### src/rtl/icache_fill_unit_pkg.sv
// Shared cache definitions for the instruction cache. The data cache reuses these too.
//   ICACHE_SETS / IWORDS    : default geometry (8 sets x 2 words)
//   IIDX_W / ITAG_W         : index and tag widths for the default geometry
//   icachef_t               : field overlay of a 32-bit byte address
//   icache_frame_t          : one cache frame (valid, tag, block data)
//   icache_state_t          : fill FSM states
package icache_fill_unit_pkg;

    localparam int unsigned ICACHE_SETS = 8;
    localparam int unsigned IWORDS      = 2;
    localparam int unsigned IIDX_W      = $clog2(ICACHE_SETS);
    localparam int unsigned ITAG_W      = 32 - IIDX_W - 3;

    typedef struct packed {
        logic [ITAG_W-1:0] tag;
        logic [IIDX_W-1:0] idx;
        logic              blkoff;
        logic [1:0]        bytoff;
    } icachef_t;

    typedef struct packed {
        logic                   valid;
        logic [ITAG_W-1:0]      tag;
        logic [IWORDS-1:0][31:0] data;
    } icache_frame_t;

    typedef enum logic [1:0] {
        IDLE  = 2'd0,
        FILL0 = 2'd1,
        FILL1 = 2'd2
    } icache_state_t;

endpackage

### src/rtl/icache_fill_unit_if.sv
// Fetch-side and memory-side signals of the instruction cache.
//   imemREN/imemaddr -> ihit/imemload   : fetch request and response
//   iREN/iaddr       -> iload/iwait     : fill port toward the memory controller
//   invalidate                          : whole-cache invalidate pulse
// slave is the cache's view; master is the view of its environment.
interface icache_fill_unit_if;
    logic        imemREN;
    logic [31:0] imemaddr;
    logic        ihit;
    logic [31:0] imemload;
    logic        iREN;
    logic [31:0] iaddr;
    logic [31:0] iload;
    logic        iwait;
    logic        invalidate;

    modport slave (
        input  imemREN, imemaddr, iload, iwait, invalidate,
        output ihit, imemload, iREN, iaddr
    );

    modport master (
        output imemREN, imemaddr, iload, iwait, invalidate,
        input  ihit, imemload, iREN, iaddr
    );
endinterface

### src/rtl/icache_fill_unit_sat_counter.sv
// Saturating up-counter with synchronous active-low reset.
//   CLK, nRST : clock, synchronous active-low reset
//   en        : count this edge
//   count     : current value; holds at all-ones instead of wrapping
module sat_counter #(
    parameter int unsigned W = 32
) (
    input  logic         CLK,
    input  logic         nRST,
    input  logic         en,
    output logic [W-1:0] count
);

    always_ff @(posedge CLK) begin
        if (!nRST) begin
            count <= '0;
        end else if (en && (count != '1)) begin
            count <= count + W'(1);
        end
    end

endmodule

### src/rtl/icache_fill_unit.sv
// Direct-mapped instruction cache with a two-beat block fill, whole-cache invalidate and
// saturating hit/miss counters.
//   CLK, nRST           : clock, synchronous active-low reset
//   bus (slave)         : fetch request/response and memory fill port
//   hitcount, misscount : saturating performance counters
module icache_fill_unit
    import icache_fill_unit_pkg::*;
#(
    parameter int unsigned SETS  = ICACHE_SETS,
    parameter int unsigned WORDS = IWORDS,
    parameter int unsigned CNTW  = 32
) (
    input  logic              CLK,
    input  logic              nRST,
    icache_fill_unit_if.slave bus,
    output logic [CNTW-1:0]   hitcount,
    output logic [CNTW-1:0]   misscount
);

    localparam int unsigned IDXW = $clog2(SETS);
    localparam int unsigned TAGW = 32 - IDXW - 3;

    icache_state_t   state_q, state_d;
    logic            pending_inv_q, pending_inv_d;
    logic [SETS-1:0] valid_q, valid_d;
    logic [TAGW-1:0] tag_q  [SETS];
    logic [31:0]     data_q [SETS][WORDS];
    logic [TAGW-1:0] fill_tag_q;
    logic [IDXW-1:0] fill_idx_q;

    logic [IDXW-1:0] req_idx;
    logic [TAGW-1:0] req_tag;
    logic            req_word;
    logic            hit, miss_start, beat0_done, fill_done;
    logic            unused_bytoff;

    assign req_idx       = bus.imemaddr[IDXW+2:3];
    assign req_tag       = bus.imemaddr[31:IDXW+3];
    assign req_word      = bus.imemaddr[2];
    assign unused_bytoff = ^bus.imemaddr[1:0];

    always_comb begin
        hit = bus.imemREN && (state_q == IDLE) && valid_q[req_idx] &&
              (tag_q[req_idx] == req_tag) && !pending_inv_q && !bus.invalidate;
        // A request that lands on an invalidate cycle retries next cycle instead of filling now.
        miss_start = bus.imemREN && (state_q == IDLE) && !hit && !pending_inv_q &&
                     !bus.invalidate;
        beat0_done = (state_q == FILL0) && !bus.iwait;
        fill_done  = (state_q == FILL1) && !bus.iwait;

        bus.ihit     = hit;
        bus.imemload = hit ? data_q[req_idx][req_word] : '0;
        bus.iREN     = (state_q == FILL0) || (state_q == FILL1);
        bus.iaddr    = '0;
        if (state_q == FILL0) bus.iaddr = {fill_tag_q, fill_idx_q, 1'b0, 2'b00};
        if (state_q == FILL1) bus.iaddr = {fill_tag_q, fill_idx_q, 1'b1, 2'b00};
    end

    always_comb begin
        state_d       = state_q;
        pending_inv_d = pending_inv_q;
        valid_d       = valid_q;
        unique case (state_q)
            IDLE:    if (miss_start) state_d = FILL0;
            FILL0:   if (!bus.iwait) state_d = FILL1;
            FILL1:   if (!bus.iwait) state_d = IDLE;
            default: state_d = IDLE;
        endcase

        // An invalidate seen mid-fill is deferred so the fill still finishes cleanly.
        if (bus.invalidate && (state_q != IDLE)) pending_inv_d = 1'b1;
        if (fill_done) pending_inv_d = 1'b0;

        if (fill_done && !pending_inv_q && !bus.invalidate) valid_d[fill_idx_q] = 1'b1;
        if ((bus.invalidate && (state_q == IDLE)) ||
            (fill_done && (pending_inv_q || bus.invalidate))) begin
            valid_d = '0;
        end
    end

    always_ff @(posedge CLK) begin
        if (!nRST) begin
            state_q       <= IDLE;
            pending_inv_q <= 1'b0;
            valid_q       <= '0;
        end else begin
            state_q       <= state_d;
            pending_inv_q <= pending_inv_d;
            valid_q       <= valid_d;
        end
    end

    // Tags and data carry no reset; valid bits alone qualify them.
    always_ff @(posedge CLK) begin
        if (miss_start) begin
            fill_tag_q <= req_tag;
            fill_idx_q <= req_idx;
        end
        if (beat0_done) data_q[fill_idx_q][1'b0] <= bus.iload;
        if (fill_done) begin
            data_q[fill_idx_q][1'b1] <= bus.iload;
            tag_q[fill_idx_q]        <= fill_tag_q;
        end
    end

    sat_counter #(.W(CNTW)) u_hitcnt (
        .CLK   (CLK),
        .nRST  (nRST),
        .en    (hit),
        .count (hitcount)
    );

    sat_counter #(.W(CNTW)) u_misscnt (
        .CLK   (CLK),
        .nRST  (nRST),
        .en    (miss_start),
        .count (misscount)
    );

endmodule

### src/flat_wrapper.sv
// flat-port wrapper written by rule: the top's interface ports become plain ports
module icache_fill_unit_flat import icache_fill_unit_pkg::*;
#(
    parameter int unsigned SETS  = ICACHE_SETS,
    parameter int unsigned WORDS = IWORDS,
    parameter int unsigned CNTW  = 32
)
  (CLK, nRST, hitcount, misscount, bus_imemREN, bus_imemaddr, bus_iload, bus_iwait, bus_invalidate, bus_ihit, bus_imemload, bus_iREN, bus_iaddr);
  icache_fill_unit_if bus_i ();
  input  logic CLK;
  input  logic nRST;
  output logic [CNTW-1:0] hitcount;
  output logic [CNTW-1:0] misscount;
  input wire logic [$bits(bus_i.imemREN)-1:0] bus_imemREN;
  input wire logic [$bits(bus_i.imemaddr)-1:0] bus_imemaddr;
  input wire logic [$bits(bus_i.iload)-1:0] bus_iload;
  input wire logic [$bits(bus_i.iwait)-1:0] bus_iwait;
  input wire logic [$bits(bus_i.invalidate)-1:0] bus_invalidate;
  output wire logic [$bits(bus_i.ihit)-1:0] bus_ihit;
  output wire logic [$bits(bus_i.imemload)-1:0] bus_imemload;
  output wire logic [$bits(bus_i.iREN)-1:0] bus_iREN;
  output wire logic [$bits(bus_i.iaddr)-1:0] bus_iaddr;
  assign bus_i.imemREN = bus_imemREN;
  assign bus_i.imemaddr = bus_imemaddr;
  assign bus_i.iload = bus_iload;
  assign bus_i.iwait = bus_iwait;
  assign bus_i.invalidate = bus_invalidate;
  assign bus_ihit = bus_i.ihit;
  assign bus_imemload = bus_i.imemload;
  assign bus_iREN = bus_i.iREN;
  assign bus_iaddr = bus_i.iaddr;
  icache_fill_unit #(.SETS(SETS), .WORDS(WORDS), .CNTW(CNTW)) u_core (.CLK(CLK), .nRST(nRST), .bus(bus_i), .hitcount(hitcount), .misscount(misscount));
endmodule
### config.mk
export PLATFORM = sky130hd
export DESIGN_NAME = icache_fill_unit_flat
export DESIGN_NICKNAME = d
export VERILOG_FILES = /design/src/rtl/icache_fill_unit_pkg.sv /design/src/rtl/icache_fill_unit_if.sv /design/src/rtl/icache_fill_unit_sat_counter.sv /design/src/rtl/icache_fill_unit.sv /design/src/flat_wrapper.sv
export SDC_FILE = /design/constraint.sdc
export NUM_CORES = 1
export LEC_CHECK = 0
export BUFFER_PORTS_ARGS = -buffer_cell sky130_fd_sc_hd__clkbuf_2
export CORE_ASPECT_RATIO = 0.75
export CORE_UTILIZATION = 45
export CTS_BUF_LIST = sky130_fd_sc_hd__clkbuf_16
export DETAILED_ROUTE_END_ITERATION = 6
export PLACE_DENSITY = 0.59
export SETUP_SLACK_MARGIN = 0.2
export SYNTH_ARGS = -nofsm -noshare
export SYNTH_HDL_FRONTEND = slang
export SYNTH_SLANG_ARGS = --single-unit
### constraint.sdc
create_clock -name CLK -period 9.57 [get_ports CLK]
set_input_delay 2.3925 -clock CLK [delete_from_list [all_inputs] [get_ports CLK]]
set_output_delay 2.3925 -clock CLK [all_outputs]
set_load 0.05 [all_outputs]
# After elaboration in Yosys (flattened, before gate mapping)
# Memory sizes are Yosys's and may differ from the RTL's.
# Index checks and enable logic that the tools add are counted.
totals:
  ram_bits: 720
  reg_bits: 104
  wordCells: 74
  memories: 2
  in_bits: 69
  out_inout_bits: 130
op_classes:
  bitwise: 3
  n_eq_ne: 8
  add_sub_neg: 2
  n_lt_le_gt_ge: 4
  reduce_logical: 30
  muxes: 18
mem_list:
  columns: ["memory", "depth", "width", "read_ports", "rd_ports_with_merged_regs", "wr", "line", "source"]
  rows:
  - ["u_core.data_q", 8, 64, 1, 0, 1, "icache_fill_unit.sv:27", "logic [31:0] data_q [SETS][WORDS];"]
  - ["u_core.tag_q", 8, 26, 1, 0, 1, "icache_fill_unit.sv:26", "logic [TAGW-1:0] tag_q [SETS];"]
op_table:
  columns: ["op", "count"]
  rows:
  - ["$mux W32", 6]
  - ["$add A32 B1 Y32 const B", 2]
  - ["$ne A32 B32 Y1 const B", 2]
  - ["$eq A26 B26 Y1", 1]
  - ["$logic_and A1 B1 Y1", 18]
  - ["$lt A3 B4 Y1 const B", 2]
  - ["$or A8 B8 Y8", 1]
  - ["$mux W1", 6]
  - ["$mux W2", 3]
  - ["$ne A2 B2 Y1 const B", 3]
  - ["$pmux W2 S3", 1]
  - ["$logic_not A1 Y1", 4]
  - ["$reduce_or A2 Y1", 2]
  - ["$bmux W1 S3", 1]
  - ["$demux W1 S3", 1]
  - ["$ge A3 B1 Y1 const B", 1]
  - ["$logic_or A1 B1 Y1", 3]
  - ["$reduce_and A3 Y1", 1]
  - ["$eq A2 B1 Y1 const B", 1]
  - ["$eq A2 B2 Y1 const B", 1]
  - ["$ge A2 B2 Y1 const B", 1]
  - ["$logic_not A2 Y1", 1]
  - ["$not A1 Y2", 1]
  - ["$reduce_bool A2 Y1", 1]
  - ["$not A1 Y1", 1]

# Logic depth before layout (Yosys ltp)
# Gate-level depths: netlist of run 1.
logic_depth:
  depth_word: 12
  depth_mapped: 15
  ltp_nobuf: 9

# Cells and area by module
# From an unflattened synthesis of run 1, not the netlist that was laid out.
unflattened:
  cells_unflattened: 1681
  area_unflattened_um2: 32727.6
modules_own_cells:
  columns: ["module", "seq_area_each_um2", "cells_each", "area_per_inst_um2", "n_inst"]
  rows:
  - ["icache_fill_unit", 22711.8, 1281, 29319.4, 1]
  - ["sat_counter", 640.6, 200, 1704.1, 2]

# Worst setup path before layout of run 1
# No wires, ideal clock.
synth_timing:
  path_kind: "input port to output port"
  startpoint: "input port bus_imemaddr[3]"
  endpoint: "output port bus_imemload[11]"
  setup_slack_ps: 2072
  stages: 8
  required_time_ps: 7178
  t_arrival_ps: 5105
  path_buffers: 5
  path_cell_list: "buf_6 -> buf_6 -> buf_2 -> buf_1 -> buf_2 -> mux4_2 -> mux4_2 -> and3_1"
synth_via:
  elab_chain_cells: 7
  elab_cells_between_ends: 13
  cone_classes: "eq/ne: 1; mux: 6; reduce/logical: 4; memory: 2"
synth_rtl:
  columns: ["element", "line", "source"]
  rows:
  - ["from (decl)", "flat_wrapper.sv:15", "input wire logic [$bits(bus_i.imemaddr)-1:0] bus_imemaddr;"]
  - ["parallel branches: the longest is 6 deep, another holds $mem_v2 Z8 W26", null, null]
  - ["$mux W32 *", "icache_fill_unit.sv:52", "bus.imemload = hit ? data_q[req_idx][req_word] : '0;"]
  - ["to (decl)", "flat_wrapper.sv:20", "output wire logic [$bits(bus_i.imemload)-1:0] bus_imemload;"]
# Mark *: on every way between the ends. The select of a mux whose other input is x is not followed.

# Final worst setup path of run 1
layout_timing:
  startpoint: "input port bus_imemaddr[3]"
  endpoint: "output port bus_imemload[0]"
# The elaborated chain is that of the path after synthesis.

==> results.yml, run 1 <==
run_status:
  status: "finished clean"
cts:
  cts_hold_buf: 0
  cts.path.max_buffers: 3
  h-tree-depth: 3
  cts-root-buf: "clkbuf_16"
  cts_resized: 0
  cts_made_buffers: 80
  clock_sinks: 824
  post_cts_buffers: 0
  clkTransAtPathRegs_ns: 0.06
  insertion_delay_ns: 0.63
  cts_tree: "built"
power:
  powerDensity_mw_per_mm2: 199.8
  p_leak_nw: 12.44
  ir_drop_mv: 0.1112
worst_setup_path:
  start_kind: "input port"
  reg2regPathDepth: 9
  worstPathArrival_ns: 6.03
  crit_type: "in2out"
  path_max_fanout: 62
  cp-end-kind: "output pin"
  startpoint: "bus_imemaddr[3]"
  timing.rr.start: "u_core.tag_q[7][7]$_DFFE_PP_"
  worst-endpoint-required_ns: 7.18
synth:
  ys_types: 63
  synth.area.top_cells: "edfxtp_1 (68%), mux4_2 (14%), dfxtp_1 (4.6%), mux2i_1 (1.9%), and3_1 (0.91%)"
  yosys.area.top_type_share_pct: 68.37
  synth_flop_cell: "edfxtp_1"
  yosys_warnings: 0
  syn_avg_cell_area_um2: 19.27
  yosys-top-cells-count: "edfxtp_1 (749), mux4_2 (209), dfxtp_1 (75)"
  syn-cell-area_mm2: 0.03290
  seq_area_frac_synth_pct: 72.94
  postSynth.asyncResetShare_pct: 0
  yosysMostFrequentCell: "edfxtp_1"
  synth_seq_cells: 824
  synth_edf_count: 749
  netlist_instances: 1707
  yosysTopAreaCell: "edfxtp_1"
die:
  die_h_um: 236.2
  io_pins: 199
  die-area_mm2: 0.07420
  core_area_mm2: 0.07200
  fp-row-count: 85
  die_w_um: 314.2
  start_util_pct: 45.69
route:
  viasPerCell: 5.738
  first_pass_iters: 5
  wirelength_um: 74340
  drc: 0
  wl_per_cell_um: 25.27
  drt_iter0_drc: 1369
  num_vias: 16881
  antenna_left: 0
global_route:
  grt_overflow: 0
  grt_max_degree: 82
  antenna_found_initial: 4
  grt_usage_pct: 20.30
  grt_pass1_vias: 17263
  grt_pass1_wl_um: 111100
placed_design:
  hpwl_um: 40000
  gp_congestion: 0.7882
  port_buffers: 194
finish:
  drive_gt1_share_pct: 29.37
  nFillCells: 5652
  diodes: 0
  synthToLayoutAreaGrowth_pct: 14.32
  final_nets: 1995
hold_path:
  min_path_type: "reg2reg"
  hp-start: "u_core.valid_q[4]$_SDFFE_PP0P_"
  holdPathStages: 2
timing:
  setup_violations: 0
  worst_pin_slew_ns: 1.060
  max_freq_ghz: 0.1187
  relSlewSlack_pct: 29.33
  holdWs_ns: 0.4635
  finalSetupTns_ns: 0
  clock_skew_ns: 0.01461
  rsz0062_at_grt: "no"
  finalCriticalPeriod_ns: 8.427
  finalHoldViolCount: 0
  finalMaxSlewViolations: 0
  period_share_pct: 88.06
job:
  drv_cap: 0
stage by stage:
stage	setup slack (ns)	area, um2	cells	power [mW]	util (%)
6_report	1.143	37600	2942	7.515	52.23
3_5_place_dp	0.9715	34970	2795	4.441	48.57
2_1_floorplan	2.072	32900	1708	4.301	-
4_1_cts	0.9736	37600	2942	7.587	52.23
3_3_place_gp	0.9764	34970	2795	4.435	48.57
5_1_grt	0.7753	37600	2942	7.750	52.23
critical path, cell delays in order:
cell	delay [ns]
buf_8	0.51
buf_4	0.80
buf_4	0.67
mux4_2	0.59
mux4_2	0.53
and3_1	0.21
clkbuf_2	0.23
final timing paths:
kind | endpoint | slack (ns)
worst max register to register | u_core.fill_tag_q[8]$_DFFE_PP_ | 5.67
worst max-delay path | bus_imemload[0] | 1.14
worst min-delay path | u_core.valid_q[4]$_SDFFE_PP0P_ | 0.46
worst min register to register | u_core.valid_q[4]$_SDFFE_PP0P_ | 0.46
registers in the layout, summed over array words and instances, names as in the netlist:
register / flops
u_core.data_q: 512
u_core.fill_idx_q: 3
u_core.fill_tag_q: 26
u_core.pending_inv_q: 1
u_core.state_q: 2
u_core.tag_q: 208
u_core.u_hitcnt.count: 32
u_core.u_misscnt.count: 32
u_core.valid_q: 8
kinds of logic after synthesis:
family / Yosys count / synth area share (%)
fa+ha+maj: 6 / 0.2282
buf+inv: 116 / 1.738
xor+xnor: 26 / 0.6923
simple gates: 376 / 6.394
compound gates: 83 / 1.636
flops: 824 / 72.94
mux: 275 / 16.36
other cells: 1 / 0.01140
layout by cell type (no fill, tap or decap), types with 33 or more instances in the layout:
| cell | count |
|---|---|
| clkbuf_2 | 191 |
| nand3_1 | 35 |
| clkbuf_16 | 81 |
| inv_1 | 33 |
| and3_1 | 48 |
| mux4_2 | 209 |
| dfxtp_1 | 75 |
| edfxtp_1 | 749 |
| nand2_1 | 74 |
| mux2i_1 | 63 |
power breakdown:
group,internal [mW],switching [mW],leakage [nW]
registers,3.95,0.0211,7.35
clock network,1.82,1.34,1.34
logic,0.140,0.247,3.76
total,5.91,1.61,12.4
routing by layer:
metal	part of all wire [%]	track usage [%]	vias to the layer above
li1	-	-	7402
met1	45	29.29	8949
met2	48	32.03	430
met3	6.0	4.150	94
met4	1.6	4.346	6
met5	0.050	0	-
area by class of cell:
cell class	instances	area, um2	share of cell area, %
clock buffer	81	2027	5.390
clock inverter	66	605.6	1.610
inverter	21	78.83	0.2096
multi-input combinational	768	8466	22.51
sequential	824	23990	63.80
tap	957	1197	3.184
timing repair buffer	225	1237	3.291
Power figures use the tool's default switching activity.
==> inputs of run 2 (changes only) <==
--- a/config.mk
+++ b/config.mk
@@ -5,11 +5,14 @@
 export SDC_FILE = /design/constraint.sdc
 export NUM_CORES = 1
 export LEC_CHECK = 0
+export ABC_AREA = 1
 export BUFFER_PORTS_ARGS = -buffer_cell sky130_fd_sc_hd__clkbuf_2
 export CORE_ASPECT_RATIO = 0.75
 export CORE_UTILIZATION = 45
 export CTS_BUF_LIST = sky130_fd_sc_hd__clkbuf_16
 export DETAILED_ROUTE_END_ITERATION = 6
+export GPL_TIMING_DRIVEN = 0
+export MAX_ROUTING_LAYER = met4
 export PLACE_DENSITY = 0.59
 export SETUP_SLACK_MARGIN = 0.2
 export SYNTH_ARGS = -nofsm -noshare
==> results.yml, run 2 <==
job:
  drv_cap: 0
worst_setup_path:
  path_cells: "clkbuf_2 -> buf_2 -> clkbuf_1 -> clkbuf_1 -> clkbuf_1 -> o21ai_0 -> o22ai_1 -> mux2i_1 -> a2111oi_0 -> clkbuf_2"
  reg2regPathDepth: 15
  crit_path_frequent_cell: "clkbuf_1"
  start_kind: "input port"
  r2r-end: "u_core.u_misscnt.count[5]$_SDFFE_PN0P_"
  worstPathArrival_ns: 6.25
  crit_type: "in2out"
  cp-end-kind: "output pin"
  cpPeakStageDelay_ns: 0.72
  timing.rr.start: "u_core.state_q[0]$_SDFFE_PN0P_"
  path_max_fanout: 10
  r2r_slack_ns: 6.06
  crit_slowest_cell: "clkbuf_1"
  worst-endpoint-required_ns: 7.18
timing:
  clock_skew_ns: 0.02193
  max_freq_ghz: 0.1157
  finalHoldViolCount: 0
  finalSetupTns_ns: 0
  setup_violations: 0
  period_share_pct: 90.33
  finalMaxSlewViolations: 0
  relSlewSlack_pct: 17.78
  worst_pin_slew_ns: 1.233
  rsz0062_at_grt: "no"
  finalCriticalPeriod_ns: 8.644
  setup_ws_ns: 0.9258
cts:
  h-tree-depth: 3
  post_cts_buffers: 0
  insertion_delay_ns: 0.63
  cts_tree: "built"
  cts_resized: 0
  clock_sinks: 824
  cts_made_buffers: 83
  cts-root-buf: "clkbuf_16"
  clkTransAtPathRegs_ns: 0.06
  cts.path.max_buffers: 3
  cts_hold_buf: 0
finish:
  reg_top3: "u_core.data_q (512), u_core.tag_q (208)"
  final_common_cell: "edfxtp_1"
  final_cell_mix: "edfxtp_1 (749), nand2_1 (614), nor2_1 (407), inv_1 (287), o21ai_0 (249)"
  drive_gt1_share_pct: 12.04
  largest_reg_flops: 512
  final_util_pct: 53.57
  nFillCells: 6576
  final_nets: 3576
  synthToLayoutAreaGrowth_pct: 16.62
  fin_cells: 4598
  top_register: "u_core.data_q"
placed_design:
  placed_cells: 4439
  place_ws_ns: 0.9509
  port_buffers: 194
  hpwl_um: 71170
  gp_congestion: 0.9184
die:
  io_pins: 199
  fp-row-count: 87
  die_h_um: 243.0
  die_w_um: 323.3
  core_area_mm2: 0.07587
  start_util_pct: 45.93
  die-area_mm2: 0.07858
hold_path:
  min_to: "u_core.pending_inv_q$_SDFFE_PP0P_"
  hp-start: "u_core.pending_inv_q$_SDFFE_PP0P_"
  min_path_type: "reg2reg"
  holdPathStages: 2
global_route:
  grt_max_degree: 39
  grt_overflow: 0
  grt_pass1_wl_um: 154500
  antenna_found_initial: 4
  grt_pass1_vias: 24841
  grt_usage_pct: 27.35
power:
  total_power_mw: 8.186
  p_int_mw: 6.118
  clock_power_share_pct: 40.2
  power_frac_comb_pct: 9.9
  ir_drop_mv: 0.1268
  p_leak_nw: 15.06
  p_sw_share_pct: 25.26
  powerDensity_mw_per_mm2: 201.4
  p_sw_mw: 2.068
  seqPwrFrac_pct: 49.9
route:
  drc: 0
  antenna_left: 0
  first_pass_iters: 6
  drt_iter0_drc: 2967
  num_vias: 25543
  wl_per_cell_um: 22.76
  wirelength_um: 104600
  viasPerCell: 5.555
synth:
  yosys_warnings: 0
  synth.area.top_cells: "edfxtp_1 (65%), nand2_1 (6.6%), nor2_1 (4.6%), dfxtp_1 (4.3%), o21ai_0 (3.6%)"
  netlist_instances: 3193
  yosysTopAreaCell: "edfxtp_1"
  syn-cell-area_mm2: 0.03485
  synth_flop_cell: "edfxtp_1"
  syn_avg_cell_area_um2: 10.91
  synth_seq_cells: 824
  synth_edf_count: 749
  yosysMostFrequentCell: "edfxtp_1"
  seq_area_frac_synth_pct: 68.84
  yosys-top-cells-count: "edfxtp_1 (749), nand2_1 (614), nor2_1 (423)"
  yosys.area.top_type_share_pct: 64.54
  ys_types: 40
  postSynth.asyncResetShare_pct: 0
run_status:
  status: "finished clean"
run 2: cell families after synthesis:
kind of cell	synth area share [%]
AOI/OAI and AO/OA	7.995
xor gates and xnor gates	0.7539
adders and majority gates	0.2154
buffers and inverters	5.173
DFF	68.84
muxes	0.4883
other	0.01076
and+or+nand+nor	16.52
run 2: power by group through the flow:
stage	clock, mW	sequential, mW	combinational (mW)
floorplan	0	4.15	0.472
global placement	0	4.17	0.765
detailed placement	0	4.16	0.802
CTS	3.33	4.09	0.804
global route	3.47	4.10	0.864
finish	3.29	4.09	0.811
run 2: final cells by class:
class	count	area (um2)	share of cell area, %
timing repair buffer	222	1614	3.971
sequential	824	23990	59.03
inverter	273	1027	2.527
multi-input combinational	1922	9179	22.58
clock inverter	68	588.1	1.447
tap	1023	1280	3.149
buffer	175	775.7	1.909
clock buffer	87	2177	5.356
antenna	4	10.01	0.02463
run 2: worst max path at each step:
stage                                from                       endpoint  cells past startpoint
after floorplan           bus_imemaddr[4]                bus_imemload[2]                     10
after global placement          bus_iwait  u_core.tag_q[6][19]$_DFFE_PP_                      4
after detailed placement  bus_imemaddr[4]                bus_imemload[9]                     10
after CTS                 bus_imemaddr[4]                bus_imemload[9]                     10
after global routing      bus_imemaddr[4]                bus_imemload[9]                     10
final                     bus_imemaddr[4]                bus_imemload[9]                     10
run 2: metal layers:
metal | part of all wire, % | GRT usage, % | up-vias
li1 | - | - | 11737
met1 | 44 | 39.90 | 12457
met2 | 44 | 39.81 | 1193
met3 | 8.7 | 3.938 | 156
met4 | 2.4 | 7.639 | 0
met5 | 0 | - | -
run 2: through the flow:
step | area (um2) | hold WS (ns)
2_1_floorplan | 34850 | 0.4516
3_3_place_gp | 37110 | 0.4688
3_5_place_dp | 37870 | 0.4786
4_1_cts | 40630 | 0.4888
5_1_grt | 40640 | 0.5167
6_report | 40640 | 0.4882
run 2: worst max-delay path, delay by kind of cell:
family	cells	cell delay, ns
multiplexers	1	0.10
AO/OA/AOI/OAI	3	1.11
buffers and inverters	6	2.64
==> inputs of run 3 (changes only) <==
--- a/config.mk
+++ b/config.mk
@@ -5,15 +5,13 @@
 export SDC_FILE = /design/constraint.sdc
 export NUM_CORES = 1
 export LEC_CHECK = 0
-export ABC_AREA = 1
 export BUFFER_PORTS_ARGS = -buffer_cell sky130_fd_sc_hd__clkbuf_2
 export CORE_ASPECT_RATIO = 0.75
 export CORE_UTILIZATION = 45
 export CTS_BUF_LIST = sky130_fd_sc_hd__clkbuf_16
 export DETAILED_ROUTE_END_ITERATION = 6
 export GPL_TIMING_DRIVEN = 0
-export MAX_ROUTING_LAYER = met4
-export PLACE_DENSITY = 0.59
+export PLACE_DENSITY = 0.7
 export SETUP_SLACK_MARGIN = 0.2
 export SYNTH_ARGS = -nofsm -noshare
 export SYNTH_HDL_FRONTEND = slang
==> results.yml, run 3 (synthesized netlist as in run 1, its figures left out) <==
global_route:
  grt_pass1_vias: 18052
  grt_overflow: 0
  antenna_found_initial: 4
  grt_pass1_wl_um: 118500
  grt_usage_pct: 21.85
  grt_max_degree: 33
route:
  antenna_left: 0
  drt_iter0_drc: 1970
  wl_met1_um: 34790
  wirelength_um: 80420
  wl_per_cell_um: 26.56
  drc: 0
  wl_met2_um: 37690
  viasPerCell: 5.920
  wl_met3_um: 6362
  num_vias: 17927
  first_pass_iters: 5
  highest-signal-layer: "met5"
timing:
  finalCriticalPeriod_ns: 9.204
  period_share_pct: 96.18
  finalHoldViolCount: 0
  worst_pin_slew_ns: 1.216
  rsz0062_at_grt: "no"
  finalSetupTns_ns: 0
  relSlewSlack_pct: 18.91
  finalMaxSlewViolations: 0
  max_freq_ghz: 0.1086
  setup_ws_ns: 0.3660
  clock_skew_ns: 0.02357
  setup_violations: 0
finish:
  final_nets: 2085
  largest_reg_flops: 512
  final_common_cell: "edfxtp_1"
  nFillCells: 5520
  top_register: "u_core.data_q"
  reg_top3: "u_core.data_q (512), u_core.tag_q (208)"
  final_cell_mix: "edfxtp_1 (749), mux4_2 (209), clkbuf_2 (194), clkbuf_16 (81), dfxtp_1 (75)"
  drive_gt1_share_pct: 29.18
  synthToLayoutAreaGrowth_pct: 16.56
worst_setup_path:
  critPathBufInv: 7
  worst-endpoint-required_ns: 7.18
  cp-end-kind: "output pin"
  cp_top_family: "buffers and inverters"
  r2r_slack_ns: 5.53
  cpPeakStageDelay_ns: 0.82
  crit_type: "in2out"
  path_max_fanout: 10
  crit_path_frequent_cell: "buf_2"
  path_cells: "clkbuf_2 -> buf_2 -> buf_2 -> buf_4 -> o2111ai_1 -> nand4bb_1 -> nor3_1 -> buf_2 -> clkbuf_1 -> and3_1 -> clkbuf_2"
  crit_slowest_cell: "nor3_1"
  worstPathArrival_ns: 6.81
  start_kind: "input port"
cts:
  post_cts_buffers: 0
  clock_sinks: 824
  cts_made_buffers: 81
  h-tree-depth: 3
  clkTransAtPathRegs_ns: 0.06
  cts.path.max_buffers: 3
  insertion_delay_ns: 0.62
  cts_hold_buf: 0
  cts_tree: "built"
  cts_resized: 0
  cts-root-buf: "clkbuf_16"
hold_path:
  min_path_type: "reg2reg"
die:
  core_area_mm2: 0.07200
  fp-row-count: 85
  io_pins: 199
  start_util_pct: 45.69
  die-area_mm2: 0.07420
  die_h_um: 236.2
  die_w_um: 314.2
placed_design:
  port_buffers: 193
  place_ws_ns: 0.2705
  hpwl_um: 51170
  gp_congestion: 0.8985
power:
  ir_drop_mv: 0.1176
  total_power_mw: 7.534
  powerDensity_mw_per_mm2: 196.5
  p_leak_nw: 12.71
run_status:
  status: "finished clean"
job:
  drv_cap: 0
## run 3: cell types whose count changed in the layout (fill, tap and decap cells not counted), sizes merged, moves of 69 or more
cell,change
nand2,-539
nor2,-380
inv,-261
o21ai,-250
mux4,+209
nand3,-183
o22ai,-111
clkbuf,-69
## run 3: power breakdown
part / internal [mW] / switching, mW
logic: 0.150 / 0.268
registers: 3.95 / 0.0196
clock network: 1.81 / 1.34
## run 3: worst paths after layout
path / from / endpoint / cells after the start
hold reg to reg: u_core.valid_q[4]$_SDFFE_PP0P_ / u_core.valid_q[4]$_SDFFE_PP0P_ / 2
setup reg to reg: u_core.state_q[0]$_SDFFE_PN0P_ / u_core.u_hitcnt.count[18]$_SDFFE_PN0P_ / 11
setup / recovery: bus_imemaddr[5] / bus_imemload[1] / 11
hold / removal: u_core.valid_q[4]$_SDFFE_PP0P_ / u_core.valid_q[4]$_SDFFE_PP0P_ / 2
## run 3: per-stage QoR
stage	area (um2)	utilization [%]	hold WS, ns	std cells
4_1_cts	38340	53.25	0.4589	3027
3_5_place_dp	35760	49.66	0.4509	2884
2_1_floorplan	32900	-	0.4315	1708
6_report	38340	53.26	0.4568	3028
5_1_grt	38340	53.25	0.4919	3027
3_3_place_gp	35060	48.70	0.4436	2858
## run 3: worst min-delay path: stages, from the launching register on
cell and delay (ns):
dfxtp_1 0.29, inv_1 0.06, a21oi_1 0.06
## run 3: area by class of cell
class	count	area, um2	area share (%)
antenna	1	2.502	0.006526
inverter	21	78.83	0.2056
multi-input combinational	768	8457	22.06
clock buffer	81	2027	5.286
sequential	824	23990	62.57
clock inverter	62	555.5	1.449
tap	957	1197	3.123
buffer	95	494.2	1.289
timing repair buffer	219	1539	4.014
## run 3: per-layer routing
metal,up-vias,GRT usage (%)
li1,7584,-
met3,120,4.334
met4,8,5.336
met5,-,0
met1,9423,32.16
met2,792,33.59
